--- config.mk ---
export PLATFORM = sky130hd
export DESIGN_NAME = axi_dma_lite_cfg_seq
export DESIGN_NICKNAME = d
export VERILOG_FILES = /design/src/rtl/axi_dma_lite_cfg_seq.sv
export SDC_FILE = /design/constraint.sdc
export NUM_CORES = 1
export LEC_CHECK = 0
export CELL_PAD_IN_SITES_DETAIL_PLACEMENT = 0
export CELL_PAD_IN_SITES_GLOBAL_PLACEMENT = 1
export CORE_ASPECT_RATIO = 1.75
export CORE_MARGIN = 2
export CORE_UTILIZATION = 26
export CTS_BUF_LIST = sky130_fd_sc_hd__clkbuf_2 sky130_fd_sc_hd__clkbuf_4 sky130_fd_sc_hd__clkbuf_8
export CTS_CLUSTER_DIAMETER = 80
export DETAILED_ROUTE_END_ITERATION = 6
export GPL_ROUTABILITY_DRIVEN = 0
export GPL_TIMING_DRIVEN = 0
export HOLD_SLACK_MARGIN = 0.08
export PLACE_DENSITY = 0.83
export SLEW_MARGIN = 10
export SYNTH_ARGS = -nofsm -noshare
export SYNTH_HDL_FRONTEND = slang
export SYNTH_SLANG_ARGS = --single-unit
--- constraint.sdc ---
create_clock -name axi_aclk -period 1.61 [get_ports axi_aclk]
set_input_delay 0.4025 -clock axi_aclk [delete_from_list [all_inputs] [get_ports axi_aclk]]
set_output_delay 0.4025 -clock axi_aclk [all_outputs]
set_load 0.02 [all_outputs]
--- src/rtl/axi_dma_lite_cfg_seq.sv ---
// axi_dma_lite_cfg_seq
// Drives one MM2S transfer on an AXI DMA through an AXI-Lite master port.
// The sequence is: write the control register (run + IOC interrupt enable),
// write the source address, write the length, then poll the status register
// until IOC is set. IOC is then cleared (write-1-to-clear) and done pulses.
// Any bad bus response, a zero length or a DMA error bit ends in the ERR
// state, which sets the sticky error flag.
//
// Optional feature: define CFG_SEQ_TIMEOUT_EN to bound the number of status
// polls to POLL_MAX. Without it the sequencer polls indefinitely.
//
// Ports
//   axi_aclk, axi_reset      clock, synchronous active-high reset
//   start, src_addr, xfer_len transfer request (sampled when accepted in IDLE)
//   busy, done, error        progress, one-cycle completion, sticky failure
//   status                   last status register value read
//   m_axi_lite_*             AXI-Lite master (AW, W, B, AR, R channels)
module axi_dma_lite_cfg_seq #(
  parameter int ADDR_W   = 10,
  parameter int POLL_MAX = 1024
) (
  input  logic              axi_aclk,
  input  logic              axi_reset,
  input  logic              start,
  input  logic [31:0]       src_addr,
  input  logic [25:0]       xfer_len,
  output logic              busy,
  output logic              done,
  output logic              error,
  output logic [31:0]       status,
  output logic              m_axi_lite_awvalid,
  input  logic              m_axi_lite_awready,
  output logic [ADDR_W-1:0] m_axi_lite_awaddr,
  output logic              m_axi_lite_wvalid,
  input  logic              m_axi_lite_wready,
  output logic [31:0]       m_axi_lite_wdata,
  input  logic              m_axi_lite_bvalid,
  output logic              m_axi_lite_bready,
  input  logic [1:0]        m_axi_lite_bresp,
  output logic              m_axi_lite_arvalid,
  input  logic              m_axi_lite_arready,
  output logic [ADDR_W-1:0] m_axi_lite_araddr,
  input  logic              m_axi_lite_rvalid,
  output logic              m_axi_lite_rready,
  input  logic [31:0]       m_axi_lite_rdata,
  input  logic [1:0]        m_axi_lite_rresp
);

  localparam logic [ADDR_W-1:0] REG_CR  = ADDR_W'(32'h00);
  localparam logic [ADDR_W-1:0] REG_SR  = ADDR_W'(32'h04);
  localparam logic [ADDR_W-1:0] REG_SA  = ADDR_W'(32'h18);
  localparam logic [ADDR_W-1:0] REG_LEN = ADDR_W'(32'h28);
  localparam logic [31:0] CR_RUN_IOC = 32'h0000_1001;
  localparam logic [31:0] SR_IOC     = 32'h0000_1000;

  typedef enum logic [2:0] {
    IDLE, WR_CR, WR_SA, WR_LEN, RD_SR, WR_CLR, DONE, ERR
  } state_t;

  state_t      state_reg, state_next;
  logic        aw_done_reg, aw_done_next;  // AW handshake finished for current write
  logic        w_done_reg, w_done_next;    // W handshake finished for current write
  logic        ar_done_reg, ar_done_next;  // AR handshake finished, waiting for R
  logic        gap_reg, gap_next;          // idle cycle between status polls
  logic        error_reg, error_next;
  logic [31:0] src_reg, src_next;
  logic [25:0] len_reg, len_next;
  logic [31:0] status_reg, status_next;

  // Per-state write target and successor; only meaningful in write states.
  logic              is_write;
  logic [ADDR_W-1:0] wr_addr;
  logic [31:0]       wr_data;
  state_t            wr_follow;

`ifdef CFG_SEQ_TIMEOUT_EN
  localparam int CNT_W = $clog2(POLL_MAX + 1);
  logic [CNT_W-1:0] poll_cnt_reg, poll_cnt_next;
  logic             poll_timeout;
  // The read completing now is the POLL_MAX-th since WR_CR was entered.
  assign poll_timeout = (poll_cnt_reg == CNT_W'(POLL_MAX - 1));
`endif

  always_ff @(posedge axi_aclk) begin
    if (axi_reset) begin
      state_reg    <= IDLE;
      aw_done_reg  <= 1'b0;
      w_done_reg   <= 1'b0;
      ar_done_reg  <= 1'b0;
      gap_reg      <= 1'b0;
      error_reg    <= 1'b0;
      src_reg      <= '0;
      len_reg      <= '0;
      status_reg   <= '0;
`ifdef CFG_SEQ_TIMEOUT_EN
      poll_cnt_reg <= '0;
`endif
    end else begin
      state_reg    <= state_next;
      aw_done_reg  <= aw_done_next;
      w_done_reg   <= w_done_next;
      ar_done_reg  <= ar_done_next;
      gap_reg      <= gap_next;
      error_reg    <= error_next;
      src_reg      <= src_next;
      len_reg      <= len_next;
      status_reg   <= status_next;
`ifdef CFG_SEQ_TIMEOUT_EN
      poll_cnt_reg <= poll_cnt_next;
`endif
    end
  end

  always_comb begin
    state_next   = state_reg;
    aw_done_next = aw_done_reg;
    w_done_next  = w_done_reg;
    ar_done_next = ar_done_reg;
    gap_next     = gap_reg;
    error_next   = error_reg;
    src_next     = src_reg;
    len_next     = len_reg;
    status_next  = status_reg;
`ifdef CFG_SEQ_TIMEOUT_EN
    poll_cnt_next = poll_cnt_reg;
`endif
    m_axi_lite_awvalid = 1'b0;
    m_axi_lite_awaddr  = '0;
    m_axi_lite_wvalid  = 1'b0;
    m_axi_lite_wdata   = '0;
    m_axi_lite_bready  = 1'b0;
    m_axi_lite_arvalid = 1'b0;
    m_axi_lite_araddr  = '0;
    m_axi_lite_rready  = 1'b0;
    done               = 1'b0;
    is_write           = 1'b1;
    wr_addr            = '0;
    wr_data            = '0;
    wr_follow          = IDLE;

    case (state_reg)
      WR_CR:  begin wr_addr = REG_CR;  wr_data = CR_RUN_IOC;        wr_follow = WR_SA;  end
      WR_SA:  begin wr_addr = REG_SA;  wr_data = src_reg;           wr_follow = WR_LEN; end
      WR_LEN: begin wr_addr = REG_LEN; wr_data = {6'b0, len_reg};   wr_follow = RD_SR;  end
      WR_CLR: begin wr_addr = REG_SR;  wr_data = SR_IOC;            wr_follow = DONE;   end
      default: is_write = 1'b0;
    endcase

    // Shared write engine: AW and W are offered together and retire
    // independently; B is accepted only once both have been taken.
    if (is_write) begin
      m_axi_lite_awvalid = !aw_done_reg;
      m_axi_lite_wvalid  = !w_done_reg;
      m_axi_lite_awaddr  = wr_addr;
      m_axi_lite_wdata   = wr_data;
      m_axi_lite_bready  = aw_done_reg && w_done_reg;
      if (m_axi_lite_awvalid && m_axi_lite_awready) aw_done_next = 1'b1;
      if (m_axi_lite_wvalid && m_axi_lite_wready)   w_done_next  = 1'b1;
      if (m_axi_lite_bready && m_axi_lite_bvalid) begin
        aw_done_next = 1'b0;
        w_done_next  = 1'b0;
        state_next   = (m_axi_lite_bresp != 2'b00) ? ERR : wr_follow;
      end
    end

    case (state_reg)
      IDLE: begin
        if (start) begin
          src_next   = src_addr;
          len_next   = xfer_len;
          error_next = 1'b0;
          gap_next   = 1'b0;
`ifdef CFG_SEQ_TIMEOUT_EN
          poll_cnt_next = '0;
`endif
          state_next = (xfer_len == 26'd0) ? ERR : WR_CR;
        end
      end
      RD_SR: begin
        m_axi_lite_araddr = REG_SR;
        if (gap_reg) begin
          gap_next = 1'b0;
        end else if (!ar_done_reg) begin
          m_axi_lite_arvalid = 1'b1;
          if (m_axi_lite_arready) ar_done_next = 1'b1;
        end else begin
          m_axi_lite_rready = 1'b1;
          if (m_axi_lite_rvalid) begin
            status_next  = m_axi_lite_rdata;
            ar_done_next = 1'b0;
`ifdef CFG_SEQ_TIMEOUT_EN
            poll_cnt_next = poll_cnt_reg + 1'b1;
`endif
            // DMA error bits take priority over IOC.
            if (m_axi_lite_rresp != 2'b00 || m_axi_lite_rdata[6:4] != 3'b000)
              state_next = ERR;
            else if (m_axi_lite_rdata[12])
              state_next = WR_CLR;
`ifdef CFG_SEQ_TIMEOUT_EN
            else if (poll_timeout)
              state_next = ERR;
`endif
            else
              gap_next = 1'b1;
          end
        end
      end
      DONE: begin
        done       = 1'b1;
        state_next = IDLE;
      end
      ERR: state_next = IDLE;
      default: ;
    endcase

    // error rises on the edge that enters ERR and holds until the next start.
    if (state_next == ERR) error_next = 1'b1;
  end

  assign busy   = (state_reg != IDLE);
  assign error  = error_reg;
  assign status = status_reg;

endmodule

==> impl_summary.md, run 1 <==
Layout
After routing the design area is 7790 sq um. The layout has 1,533 filler cells. In the final layout, the multi-input gates occupy 2570 sq um.

The repair_antennas step left the layout with diodes totalling 0. The layout overhead on the synthesized area is 86.9%. The final net count is 896. The sequential cell area is 1970 sq um. For this run, the share of the core covered by cells in the final layout is 49.3%. The share of cells above drive strength 1 is 34.2%.

Logic synthesis
For this run, the number of Yosys warnings is 0. By instance count, the leading cell after synthesis is sky130_fd_sc_hd__nand2_1. The post-synthesis average cell area is 7.56 sq um. The largest area contributor in the netlist is sky130_fd_sc_hd__dfxtp_1. For this run, asynchronously set or reset flops after synthesis account for 0%. Yosys attributes the largest share of cell area to sky130_fd_sc_hd__dfxtp_1, sky130_fd_sc_hd__nand2_1, sky130_fd_sc_hd__a21oi_1, sky130_fd_sc_hd__mux2i_1, sky130_fd_sc_hd__nor2_1. The synthesized design contains 0 enable-type register cells. In this run, distinct cell masters in the synthesized netlist total 35. The proportion of synthesized chip area in sequential cells is 47.1%. The flop and latch count out of synthesis is 98. The gate count after technology mapping is 551. The primary flip-flop cell chosen by synthesis mapping is sky130_fd_sc_hd__dfxtp_1. Ranked by instance count, the synthesized netlist is headed by sky130_fd_sc_hd__nand2_1, sky130_fd_sc_hd__dfxtp_1, sky130_fd_sc_hd__a21oi_1, sky130_fd_sc_hd__nor2_1, sky130_fd_sc_hd__clkbuf_1. The fraction of post-synthesis cell area in the top cell type by area is 47.1%.

The area of the mapped netlist is 4170 sq um.

Pwr
IR analysis of the VDD net gives a maximum drop of 0.441 mV. For this design the total switching power over the nets is 1390 uW. The leakage power figure is 0.00308 uW. For this design the ratio of total power to cell area is 683 nW/um^2. The design draws 5320 uW. Of the total power, combinational logic draws 18.0%. The switching part of the total power is 26.1%. The fraction of power consumed by the clock network is 33.4%.

The internal portion of total power is 3930 uW. Of the total power, registers draw 48.6%.

Clock tree
The number of buffers added by the clock tree synthesis step is 9. The clock latency on the worst-skew pair is 0.36 ns. After clock tree synthesis, the clock-pin slew on the worst setup and hold paths is 0.10 ns.

The maximum buffer depth of the clock tree is 2. The H-tree depth reported by CTS is 3. The cell at the root of the clock tree is sky130_fd_sc_hd__clkbuf_8. The CTS tree is yes. The tree built by TritonCTS fans out to 98 sinks. For this design, the CTS-stage hold fixing added 0 buffers.

Timing
The worst setup skew after layout is 0.0137 ns. The worst slew slack as a fraction of its limit is 56.7%. The total count of max-transition violations in the final report is 0. The fmax is 501 MHz. The post-route fraction of the period consumed by the critical path is 124%. Setup violations remaining at the end of the flow were counted as 102. The accumulated negative setup slack is -22.41 ns. For the pin with the worst max-slew slack, the measured transition is 0.649 ns.

The total count of hold-check failures in the final report was 0. Setup repair after global routing could not meet its margin everywhere. The routed design could run at a clock period as short as 2.00 ns. The setup slack after layout is -0.385 ns.

Worst hold path
The startpoint of the lowest-slack hold path is xfer_len[17]. The worst min-delay path class is in -> reg.

GRT
The global-route wire length before repair is 23.7 mm. Entering global routing, the biggest net connects 17 pins. The number of antenna violations at the first check in global routing is 0. The number of global-route vias before repair is 4,376. Global routing used 17.9% of the available tracks across all layers. The residual overflow from global routing is 0.

Routing
For this run, design rule violations remaining after detail routing come to 0. The count of antenna-violating nets left after detailed routing is 0. For this block, the via count after detailed routing is 4,571.

For this block, the initial DRC count from the detailed router was 104. The routed length per instance is 15.6 microns. In the routed layout, each cell is associated on average with a via count of 4.63. Before antenna repair, the detailed router went through 4 iterations. Summed over all layers, the routed wires come to 15.4 mm.

Critical path
The startpoint type of the worst setup path is a flop. The worst register-to-register path has a depth of 8. The worst register-to-register path ends at error. Along the worst path, the maximum fanout reaches 10. The worst-case register-to-register setup slack is -0.30 ns. The critical path endpoint category is an output port. The launch point of the critical path is state_reg[0]. In this run the critical register-to-register path is launched from state_reg[2]. The worst setup path endpoint is m_axi_lite_wdata[5]. Data arrives at the worst endpoint at 1.59 ns.

The critical path required time is 1.21 ns. The worst setup path is of the reg -> out kind.

Floorplan
The initial utilization of the core area, before any placement, comes to 26.4%. The die is 99.7 microns wide. The die outline height is 171 microns. The top-level I/O count is 194. The area of the placeable core is 15,800 sq um.

The die area is 17,100 sq um. The site row count is 61.

Outcome
The checks that failed: negative setup slack. The flow ran to the end, but the final reports show violations.

Placed design
The worst setup slack before clock tree synthesis is -0.785 ns. The half-perimeter wire length after detailed placement is 10.8 mm. During placement, the flow inserted port buffers numbering 177. The post-place instance area is 6360 sq um.

Job
Max-cap violations in this run came to 0.
-- routing by layer --
layer | vias to the layer above | part of all wire, % | GRT usage, %
li1 | 2268 | - | -
met1 | 2139 | 37 | 19.5
met2 | 145 | 56 | 34.5
met3 | 19 | 5.1 | 3.17
met4 | 0 | 2.3 | 5.18
met5 | - | 0 | 0
-- area by class of cell --
| cell class | count | area share, % |
|---|---|---|
| clock inverters | 6 | 1.17 |
| flip-flops and latches | 98 | 25.3 |
| well taps | 189 | 3.04 |
| multi-input cells | 408 | 32.9 |
| repair buffers | 221 | 29.2 |
| inverters | 4 | 0.289 |
| clock buffers | 10 | 1.69 |
| plain buffers | 52 | 6.42 |
-- power groups by stage --
stage | combinational (uW) | sequential, uW | clock [uW]
finish | 959 | 2590 | 1780
global route | 1040 | 2600 | 1930
CTS | 939 | 2580 | 1830
detailed placement | 781 | 2630 | 0
global placement | 778 | 2620 | 0
floorplan | 397 | 2610 | 0
-- how the worst min path moves through the flow --
stage	to	slack (ns)	cells after the start
floorplan	src_reg[27]	0.43	2
global placement	src_reg[31]	0.44	2
detailed placement	src_reg[26]	0.44	2
CTS	len_reg[17]	0.41	3
global route	len_reg[17]	0.45	3
finish	len_reg[17]	0.44	3
-- critical path, stage by stage (launching register included) --
cell and delay [ns]:
sky130_fd_sc_hd__dfxtp_4 0.40, sky130_fd_sc_hd__buf_12 0.14, sky130_fd_sc_hd__buf_12 0.17, sky130_fd_sc_hd__mux2i_4 0.23, sky130_fd_sc_hd__nor2_2 0.04, sky130_fd_sc_hd__clkdlybuf4s15_2 0.25
-- placed cells by master, fill, tap and decap left out, types with 3 or more instances in the layout --
master,n
sky130_fd_sc_hd__nand2_1,149
sky130_fd_sc_hd__clkdlybuf4s50_1,97
sky130_fd_sc_hd__dfxtp_1,96
sky130_fd_sc_hd__a21oi_1,81
sky130_fd_sc_hd__buf_6,51
sky130_fd_sc_hd__dlygate4sd2_1,37
sky130_fd_sc_hd__buf_4,36
sky130_fd_sc_hd__nand2_2,33
sky130_fd_sc_hd__nor2_2,16
sky130_fd_sc_hd__a21oi_2,16
sky130_fd_sc_hd__conb_1,15
sky130_fd_sc_hd__clkbuf_1,13
sky130_fd_sc_hd__clkbuf_8,12
sky130_fd_sc_hd__mux2i_4,11
sky130_fd_sc_hd__nor2_1,10
sky130_fd_sc_hd__buf_8,9
sky130_fd_sc_hd__nor2_4,9
sky130_fd_sc_hd__buf_12,8
sky130_fd_sc_hd__and2_4,8
sky130_fd_sc_hd__mux2i_1,7
sky130_fd_sc_hd__clkbuf_16,6
sky130_fd_sc_hd__mux2i_2,6
sky130_fd_sc_hd__nand2_4,6
sky130_fd_sc_hd__buf_2,6
sky130_fd_sc_hd__and3_4,3
sky130_fd_sc_hd__nor4_2,3
sky130_fd_sc_hd__clkbuf_2,3
sky130_fd_sc_hd__clkinvlp_4,3
-- per-stage QoR --
step                cells  hold slack (ns)
floorplan             565            0.432
finish                988            0.439
global route          988            0.447
global placement      931            0.438
CTS                   984            0.408
detailed placement    931            0.442
-- cells by family (layout without fill, tap and decap cells) --
kind of cell | Yosys count | after routing | synth area share [%]
AOI/OAI and AO/OA | 111 | 111 | 14.3
buffers and inverters | 59 | 293 | 7.02
DFF | 98 | 98 | 47.1
muxes | 24 | 24 | 5.76
other | 1 | 15 | 0.0900
and+or+nand+nor | 258 | 258 | 25.8
-- what timing repair did --
item	CTS	global route
buffers inserted	30	10
gates resized for setup	425	82
cloned	8	1
pin swaps	30	11
setup endpoints to repair	162	140
No activity file was read; power rests on OpenSTA's default activity.
==> run 2: changes to the inputs <==
- CAP_MARGIN: not set -> 15
==> results of run 2 <==
Final layout, timing and power as in run 1 (identical DEF).
